==> src/rtl/stash_serve_merge_arb.sv <==
// Packet-atomic 2:1 AXI-Stream merge: op0 (serve) has strict priority, op1 (stash) is forced after STARVE_LIMIT packets.
// Optional build macro STASH_MERGE_SRC_TAG_EN stamps the source id into m_axis_tuser[TAG_BIT].
module stash_serve_merge_arb #(
  parameter int unsigned C_S_AXIS_DATA_WIDTH  = 256,
  parameter int unsigned C_S_AXIS_TUSER_WIDTH = 128,
  parameter int unsigned STARVE_LIMIT         = 4,
  parameter int unsigned CNT_WIDTH            = 4,
  parameter int unsigned TAG_BIT              = 127
) (
  input  logic                                axis_aclk,
  input  logic                                axis_reset,

  input  logic [C_S_AXIS_DATA_WIDTH-1:0]      s_op0_tdata,
  input  logic [C_S_AXIS_DATA_WIDTH/8-1:0]    s_op0_tkeep,
  input  logic [C_S_AXIS_TUSER_WIDTH-1:0]     s_op0_tuser,
  input  logic                                s_op0_tvalid,
  input  logic                                s_op0_tlast,
  output logic                                s_op0_tready,

  input  logic [C_S_AXIS_DATA_WIDTH-1:0]      s_op1_tdata,
  input  logic [C_S_AXIS_DATA_WIDTH/8-1:0]    s_op1_tkeep,
  input  logic [C_S_AXIS_TUSER_WIDTH-1:0]     s_op1_tuser,
  input  logic                                s_op1_tvalid,
  input  logic                                s_op1_tlast,
  output logic                                s_op1_tready,

  output logic [C_S_AXIS_DATA_WIDTH-1:0]      m_axis_tdata,
  output logic [C_S_AXIS_DATA_WIDTH/8-1:0]    m_axis_tkeep,
  output logic [C_S_AXIS_TUSER_WIDTH-1:0]     m_axis_tuser,
  output logic                                m_axis_tvalid,
  output logic                                m_axis_tlast,
  input  logic                                m_axis_tready,

  output logic [1:0]                          o_grant,
  output logic [CNT_WIDTH-1:0]                o_starve_cnt
);

  localparam int unsigned DATA_W = C_S_AXIS_DATA_WIDTH;
  localparam int unsigned KEEP_W = C_S_AXIS_DATA_WIDTH / 8;
  localparam int unsigned USER_W = C_S_AXIS_TUSER_WIDTH;
  localparam logic [CNT_WIDTH-1:0] LIMIT = CNT_WIDTH'(STARVE_LIMIT);

  typedef enum logic [1:0] {
    IDLE     = 2'd0,
    SEND_OP0 = 2'd1,
    SEND_OP1 = 2'd2
  } state_t;

  state_t               state_q, state_d;
  logic [CNT_WIDTH-1:0] starve_q, starve_d;
  logic [1:0]           grant_q, grant_d;
  logic                 rdy0, rdy1;
  logic                 load;
  logic                 sel;

  logic [DATA_W-1:0]    beat_data;
  logic [KEEP_W-1:0]    beat_keep;
  logic [USER_W-1:0]    beat_user;
  logic                 beat_last;
  logic                 tag;

  // State, starvation counter and grant registers
  always_ff @(posedge axis_aclk) begin
    if (axis_reset) begin
      state_q  <= IDLE;
      starve_q <= '0;
      grant_q  <= 2'b00;
    end else begin
      state_q  <= state_d;
      starve_q <= starve_d;
      grant_q  <= grant_d;
    end
  end

  // Arbitration decisions in IDLE, packet forwarding in SEND_x
  always_comb begin
    state_d  = state_q;
    starve_d = starve_q;
    rdy0     = 1'b0;
    rdy1     = 1'b0;
    load     = 1'b0;
    sel      = 1'b0;
    case (state_q)
      IDLE: begin
        if (s_op1_tvalid && (!s_op0_tvalid || (starve_q == LIMIT))) begin
          state_d  = SEND_OP1;
          starve_d = '0;
        end else if (s_op0_tvalid) begin
          state_d = SEND_OP0;
          if (s_op1_tvalid && (starve_q != LIMIT)) begin
            starve_d = starve_q + CNT_WIDTH'(1);
          end
        end
      end
      SEND_OP0: begin
        rdy0 = !m_axis_tvalid || m_axis_tready;
        load = s_op0_tvalid && rdy0;
        if (load && s_op0_tlast) begin
          state_d = IDLE;
        end
      end
      SEND_OP1: begin
        sel  = 1'b1;
        rdy1 = !m_axis_tvalid || m_axis_tready;
        load = s_op1_tvalid && rdy1;
        if (load && s_op1_tlast) begin
          state_d = IDLE;
        end
      end
      default: begin
        state_d = IDLE;
      end
    endcase
  end

  // Grant tracks the next state so it is registered alongside it
  always_comb begin
    grant_d = 2'b00;
    case (state_d)
      SEND_OP0: grant_d = 2'b01;
      SEND_OP1: grant_d = 2'b10;
      default:  grant_d = 2'b00;
    endcase
  end

`ifdef STASH_MERGE_SRC_TAG_EN
  assign tag = sel;
`else
  assign tag = sel ? s_op1_tuser[TAG_BIT] : s_op0_tuser[TAG_BIT];
`endif

  // Owner payload mux; the tag bit collapses to pass-through when tagging is off
  always_comb begin
    beat_data          = sel ? s_op1_tdata : s_op0_tdata;
    beat_keep          = sel ? s_op1_tkeep : s_op0_tkeep;
    beat_last          = sel ? s_op1_tlast : s_op0_tlast;
    beat_user          = sel ? s_op1_tuser : s_op0_tuser;
    beat_user[TAG_BIT] = tag;
  end

  // Egress register: loads on accept, holds under back-pressure
  always_ff @(posedge axis_aclk) begin
    if (axis_reset) begin
      m_axis_tdata  <= '0;
      m_axis_tkeep  <= '0;
      m_axis_tuser  <= '0;
      m_axis_tlast  <= 1'b0;
      m_axis_tvalid <= 1'b0;
    end else if (load) begin
      m_axis_tdata  <= beat_data;
      m_axis_tkeep  <= beat_keep;
      m_axis_tuser  <= beat_user;
      m_axis_tlast  <= beat_last;
      m_axis_tvalid <= 1'b1;
    end else if (m_axis_tready) begin
      m_axis_tvalid <= 1'b0;
    end
  end

  assign s_op0_tready = rdy0;
  assign s_op1_tready = rdy1;
  assign o_grant      = grant_q;
  assign o_starve_cnt = starve_q;

endmodule

==> config.mk <==
export PLATFORM = sky130hd
export DESIGN_NAME = stash_serve_merge_arb
export DESIGN_NICKNAME = d
export VERILOG_FILES = /design/src/rtl/stash_serve_merge_arb.sv
export SDC_FILE = /design/constraint.sdc
export NUM_CORES = 1
export LEC_CHECK = 0
export ABC_AREA = 1
export CAP_MARGIN = 20
export CORE_AREA = 5 5 484 486
export DETAILED_ROUTE_END_ITERATION = 12
export DIE_AREA = 0 0 489 491
export PLACE_DENSITY = 0.3
export SETUP_SLACK_MARGIN = 0.2
export SKIP_LAST_GASP = 1
export SLEW_MARGIN = 30
export SYNTH_ARGS = -nofsm -noshare
export SYNTH_HDL_FRONTEND = slang
export SYNTH_SLANG_ARGS = --single-unit
export TNS_END_PERCENT = 20
==> constraint.sdc <==
create_clock -name axis_aclk -period 1.75 [get_ports axis_aclk]
set_input_delay 0.175 -clock axis_aclk [delete_from_list [all_inputs] [get_ports axis_aclk]]
set_output_delay 0.175 -clock axis_aclk [all_outputs]
set_load 0.1 [all_outputs]
Yosys cells after proc, flatten, opt, wreduce, memory -nomap -nowiden
Index checks and enable logic that the tools add are counted.

word-level totals
  register bits after elaboration = 426
  word-level logic and storage cells = 50
  output and inout port bits = 426

cells by class
  equal/unequal tests = 6
  add/sub/neg operators = 1
  reduce and logical (&&, ||, !) cells = 15
  muxes and demuxes = 20

operators with widths
  cell                                                    count
  two-way mux 256 bit                                     1
  two-way mux 127 bit                                     1
  two-way mux 32 bit                                      1
  two-way mux 4 bit                                       3
  two-way mux 2 bit                                       4
  two-way mux 1 bit                                       7
  logical AND 1 bit                                       6
  one-hot mux 2 bit (3 select lines)                      1
  nonzero test 2 bit                                      3
  adder 4 x 1 -> 4 bit (second input constant)            1
  equality test 2 x 1 -> 1 bit (second input constant)    2
  equality test 2 bit (second input constant)             2
  equality test 4 x 3 -> 1 bit (second input constant)    1
  inequality test 4 x 3 -> 1 bit (second input constant)  1
  one-hot mux 2 bit (2 select lines)                      1
  AND reduction 3 bit                                     1
  logical NOT 1 bit                                       2
  logical NOT 2 bit                                       1
  logical OR 1 bit                                        2
  one-hot mux 1 bit (2 select lines)                      1

Logic depth before layout (Yosys ltp)
  word-level depth = 8
  depth in mapped cells = 12
  mapped depth without buffers = 9

Worst setup path after synthesis
No wires, ideal clock.

  path type = flip-flop to flip-flop
  start = reg m_axis_tvalid
  end = reg m_axis_tdata[0]
  clock period less this slack = 2.730 ns
  library setup time = 0.066 ns
  data arrival time = 2.664 ns
  data required time = 1.684 ns
  stages on the path, launching flop included = 11
  setup slack = -0.980 ns
  cell sequence = dfxtp_1 nand2_1 inv_2 nor2_2 nand2_1 nand2_2 buf_6 buf_6 buf_6 a21oi_1 nor2_1

between the ends
  word-level cells in the longest chain between the ends = 4
  elaborated cells between the ends (all ways) = 5

RTL lines
  element                                      line     RTL
  start: declaration                           30       output logic m_axis_tvalid,
  start signal: assignment                     148      m_axis_tvalid <= 1'b0;
  start signal: assignment                     154      m_axis_tvalid <= 1'b1;
  start signal: assignment                     156      m_axis_tvalid <= 1'b0;
  logical NOT 1 bit (*)                        96, 104
  logical OR 1 bit (*)                         96, 104
  logical AND 1 bit, on equally long branches  105, 97
  one-hot mux 1 bit (2 select lines) (*)       83       case (state_q)
  end signal: assignment                       150      m_axis_tdata <= beat_data;
  end: declaration                             27       output logic [C_S_AXIS_DATA_WIDTH-1:0] m_axis_tdata,

Mark *: on every way between the ends. The rest lies on a longest branch, timed or not.
A chain may end at the register's enable or synchronous reset.

Worst setup path after layout
  start = reg state_q[0]
  end = reg m_axis_tuser[98]

between the ends
  word-level cells in the longest chain between the ends = 3
  elaborated cells between the ends (all ways) = 5

RTL lines
  element                   line  RTL
  start: declaration        49    state_t state_q, state_d;
  start signal: assignment  69    state_q <= state_d;
  equality test 2 bit       83
  two-way mux 1 bit         83
  two-way mux 127 bit       137   beat_user = sel ? s_op1_tuser : s_op0_tuser;
  end signal: assignment    152   m_axis_tuser <= beat_user;
  end: declaration          29    output logic [C_S_AXIS_TUSER_WIDTH-1:0] m_axis_tuser,

Several ways; a longest one is shown, not always the timed one.

==> impl_metrics.json <==
{
  "dp_hpwl_um": 155600,
  "first_pass_iters": 5,
  "hp-start": "s_op0_tuser[46]",
  "wl_per_cell_um": 27.45,
  "crit_arrival_ps": 2540,
  "cpMaxStageDelayCell": "dfxtp_4",
  "cts_buffers": 60,
  "ys_ff_latch": 426,
  "maxCapViolCount": 0,
  "final_area_sq_um": 46590,
  "min_path_type": "in2reg",
  "io_pins": 1265,
  "postRouteAntennaNets": 0,
  "final_cells": 7426,
  "yosysWarnings": 0,
  "regArea_sq_um": 8539,
  "clock_latency_ps": 680,
  "multi_input_area_sq_um": 12610,
  "rrSetupSlack_ps": -230,
  "die_h_um": 491,
  "ys_types": 20,
  "start_util_pct": 9.473,
  "numPortBuffers": 1264,
  "synthCells": 2853,
  "placed_area_sq_um": 38650,
  "power_leakage_nw": 17.63,
  "finalSetupViolCount": 419,
  "grt_overflow_total": 0,
  "path_cells": "inv_2 > ha_4 > buf_12 > buf_16 > buf_12 > buf_16 > buf_12 > mux2i_1 > buf_4 > nand3_1 > nand2_1 > nor2_1",
  "nFillCells": 25540,
  "path_class": "reg2reg",
  "critPathLaunchType": "flop",
  "route.detailed.drc": 0,
  "fin_crit_ps": 1976,
  "die_x_um": 489,
  "crit_top_cell": "buf_12",
  "syn_area_sq_um": 21720,
  "drive_gt1_share_pct": 25.01,
  "grt_max_degree": 61,
  "cp_top_family": "buffers and inverters",
  "crit_path_end_kind": "flop",
  "worst_slack_ps": -226.4,
  "reg2reg_from": "state_q[0]$_SDFF_PP0_",
  "crit_path_max_fanout": 5,
  "power_mw": 39.51,
  "initialDrtViolationCount": 1761,
  "reg2reg_depth": 12,
  "fp.dieArea_sq_um": 240100,
  "post-route-period-util_pct": 112.9,
  "vias_per_cell": 3.637,
  "ctsHoldBuffers": 0,
  "tritoncts": "built",
  "critPathRequiredTime_ps": 2310,
  "clock_path_buffers": 3,
  "core_area_sq_um": 229200,
  "final_nets": 5155,
  "num_rows": 176,
  "maxSlewHeadroom_pct": 73.76,
  "cts_root_buf": "clkbuf_16",
  "clk_pin_slew_ps": 60,
  "area_growth_pct": 114.6,
  "syn_nets": 3698,
  "first_global_vias": 26370,
  "min_to": "m_axis_tuser[46]$_SDFFE_PP0P_",
  "crit_buf_inv": 7,
  "status": "complete, but fails checks",
  "violations": "setup timing",
  "hold_depth": 5,
  "clock-sinks": 426,
  "rsz0062_at_grt": "yes",
  "seq_area_frac_synth_pct": 39.27,
  "h-tree-depth": 2,
  "hold_violations": 0,
  "place.gp.congestion": 0.8147,
  "grt_pass1_wl_um": 252500,
  "grt_usage_pct": 15.50,
  "max-vdd-ir-drop_mv": 0.7545,
  "placed_cells": 7057,
  "pre_cts_ws_ps": -562.1,
  "power_density_nw_per_um2": 847.9,
  "whs_ps": 215.1,
  "vias": 27010,
  "tightest_slew_ps": 392.4,
  "slowest_delay_ps": 360,
  "maxClockFrequency_mhz": 506.0,
  "rr_endpoint": "m_axis_tuser[98]$_SDFFE_PP0P_",
  "syn_avg_cell_area_sq_um": 7.612,
  "fin_skew_ps": 19.75,
  "finalMaxSlewViolations": 0,
  "antenna_found_initial": 159,
  "wirelength_um": 203800
}
==> registers in the layout (all words and copies together), names as in the netlist <==
| name | flops |
|---|---|
| o_grant | 2 |
| m_axis_tlast | 1 |
| o_starve_cnt | 4 |
| m_axis_tuser | 128 |
| m_axis_tvalid | 1 |
| m_axis_tdata | 256 |
| m_axis_tkeep | 32 |
| state_q | 2 |
==> cell type report <==
class	instances	area share, %
diodes	45	0.2417
clock buffers	91	3.816
clock inverters	16	0.3786
inverters	13	0.1262
multi-input cells	2136	27.06
flip-flops and latches	426	18.33
well taps	3026	8.126
repair buffers	1673	41.92
==> worst max-delay path by stage <==
stage | from | depth (start not counted) | end | slack, ps
after floorplan | state_q[0]$_SDFF_PP0_ | 12 | m_axis_tdata[139]$_SDFFE_PP0P_ | -270
after global placement | m_axis_tready | 12 | m_axis_tdata[143]$_SDFFE_PP0P_ | -550
after detailed placement | m_axis_tready | 12 | m_axis_tdata[132]$_SDFFE_PP0P_ | -560
after CTS | state_q[0]$_SDFF_PP0_ | 6 | s_op0_tready | -300
after global routing | state_q[0]$_SDFF_PP0_ | 6 | s_op1_tready | -320
final | state_q[0]$_SDFF_PP0_ | 12 | m_axis_tuser[98]$_SDFFE_PP0P_ | -230
==> report_power, final <==
part / internal (mW) / switching [mW]
logic: 7.03 / 9.29
clock network: 7.37 / 5.24
registers: 10.2 / 0.390
total: 24.6 / 14.9
==> logic make-up after synthesis <==
kind of cell,share of synthesized area [%]
compound gates,9.703
xor+xnor,0.08068
fa+ha+maj,0.3457
buf+inv,6.597
flops,39.27
mux,19.22
simple gates,24.78
==> cells in the mapped netlist (all sizes together) <==
cell type | instances | area (sq um)
xor2 | 2 | 17.52
dfxtp | 426 | 8528
inv | 13 | 48.80
buf | 208 | 1121
nor3 | 1 | 5.000
nand3 | 421 | 2107
ha | 6 | 75.07
clkbuf | 70 | 262.8
nand3b | 1 | 7.510
nand2 | 440 | 1654
a21oi | 421 | 2107
mux2i | 417 | 4174
nor2 | 426 | 1602
nand4 | 1 | 6.260
==> stage by stage <==
stage | setup TNS (ps) | util [%]
2_1_floorplan | -108290 | -
3_3_place_gp | -175200 | 16.86
3_5_place_dp | -181600 | 16.86
4_1_cts | -71490 | 19.21
5_1_grt | -87910 | 20.28
6_report | -45050 | 20.33
==> metal layers <==
metal | up-vias | GRT usage, % | wire [um]
li1 | 12760 | - | -
met1 | 12700 | 17.07 | 79800
met2 | 1111 | 26.61 | 96760
met3 | 291 | 8.745 | 23800
met4 | 146 | 1.947 | 2515
met5 | - | 0 | 960
==> placed cells by master (no fill, tap or decap), drive strengths merged, types with 6 or more instances in the layout <==
cell type | Yosys | routed
nor2 | 426 | 426
diode | 0 | 45
ha | 6 | 6
clkdlybuf4s50 | 0 | 838
nand3 | 421 | 421
clkinv | 0 | 11
dfxtp | 426 | 426
buf | 208 | 787
nand2 | 440 | 440
a21oi | 421 | 421
clkbuf | 70 | 136
mux2i | 417 | 417
inv | 13 | 14
==> tightest hold or removal path, cell delays in order <==
cell	delay (ps)
clkdlybuf4s50_1	400
mux2i_1	120
nand3_1	80
nand2_1	60
nor2_1	30
==> timing repair <==
action | in CTS | in global routing
buffers inserted | 77 | 24
resized for setup | 209 | 226
cloned | 58 | 58
pin swaps | 42 | 59
setup endpoints to repair | 825 | 793
endpoints found under the hold margin | 0 | 0
No activity file was read; power rests on OpenSTA's default activity.
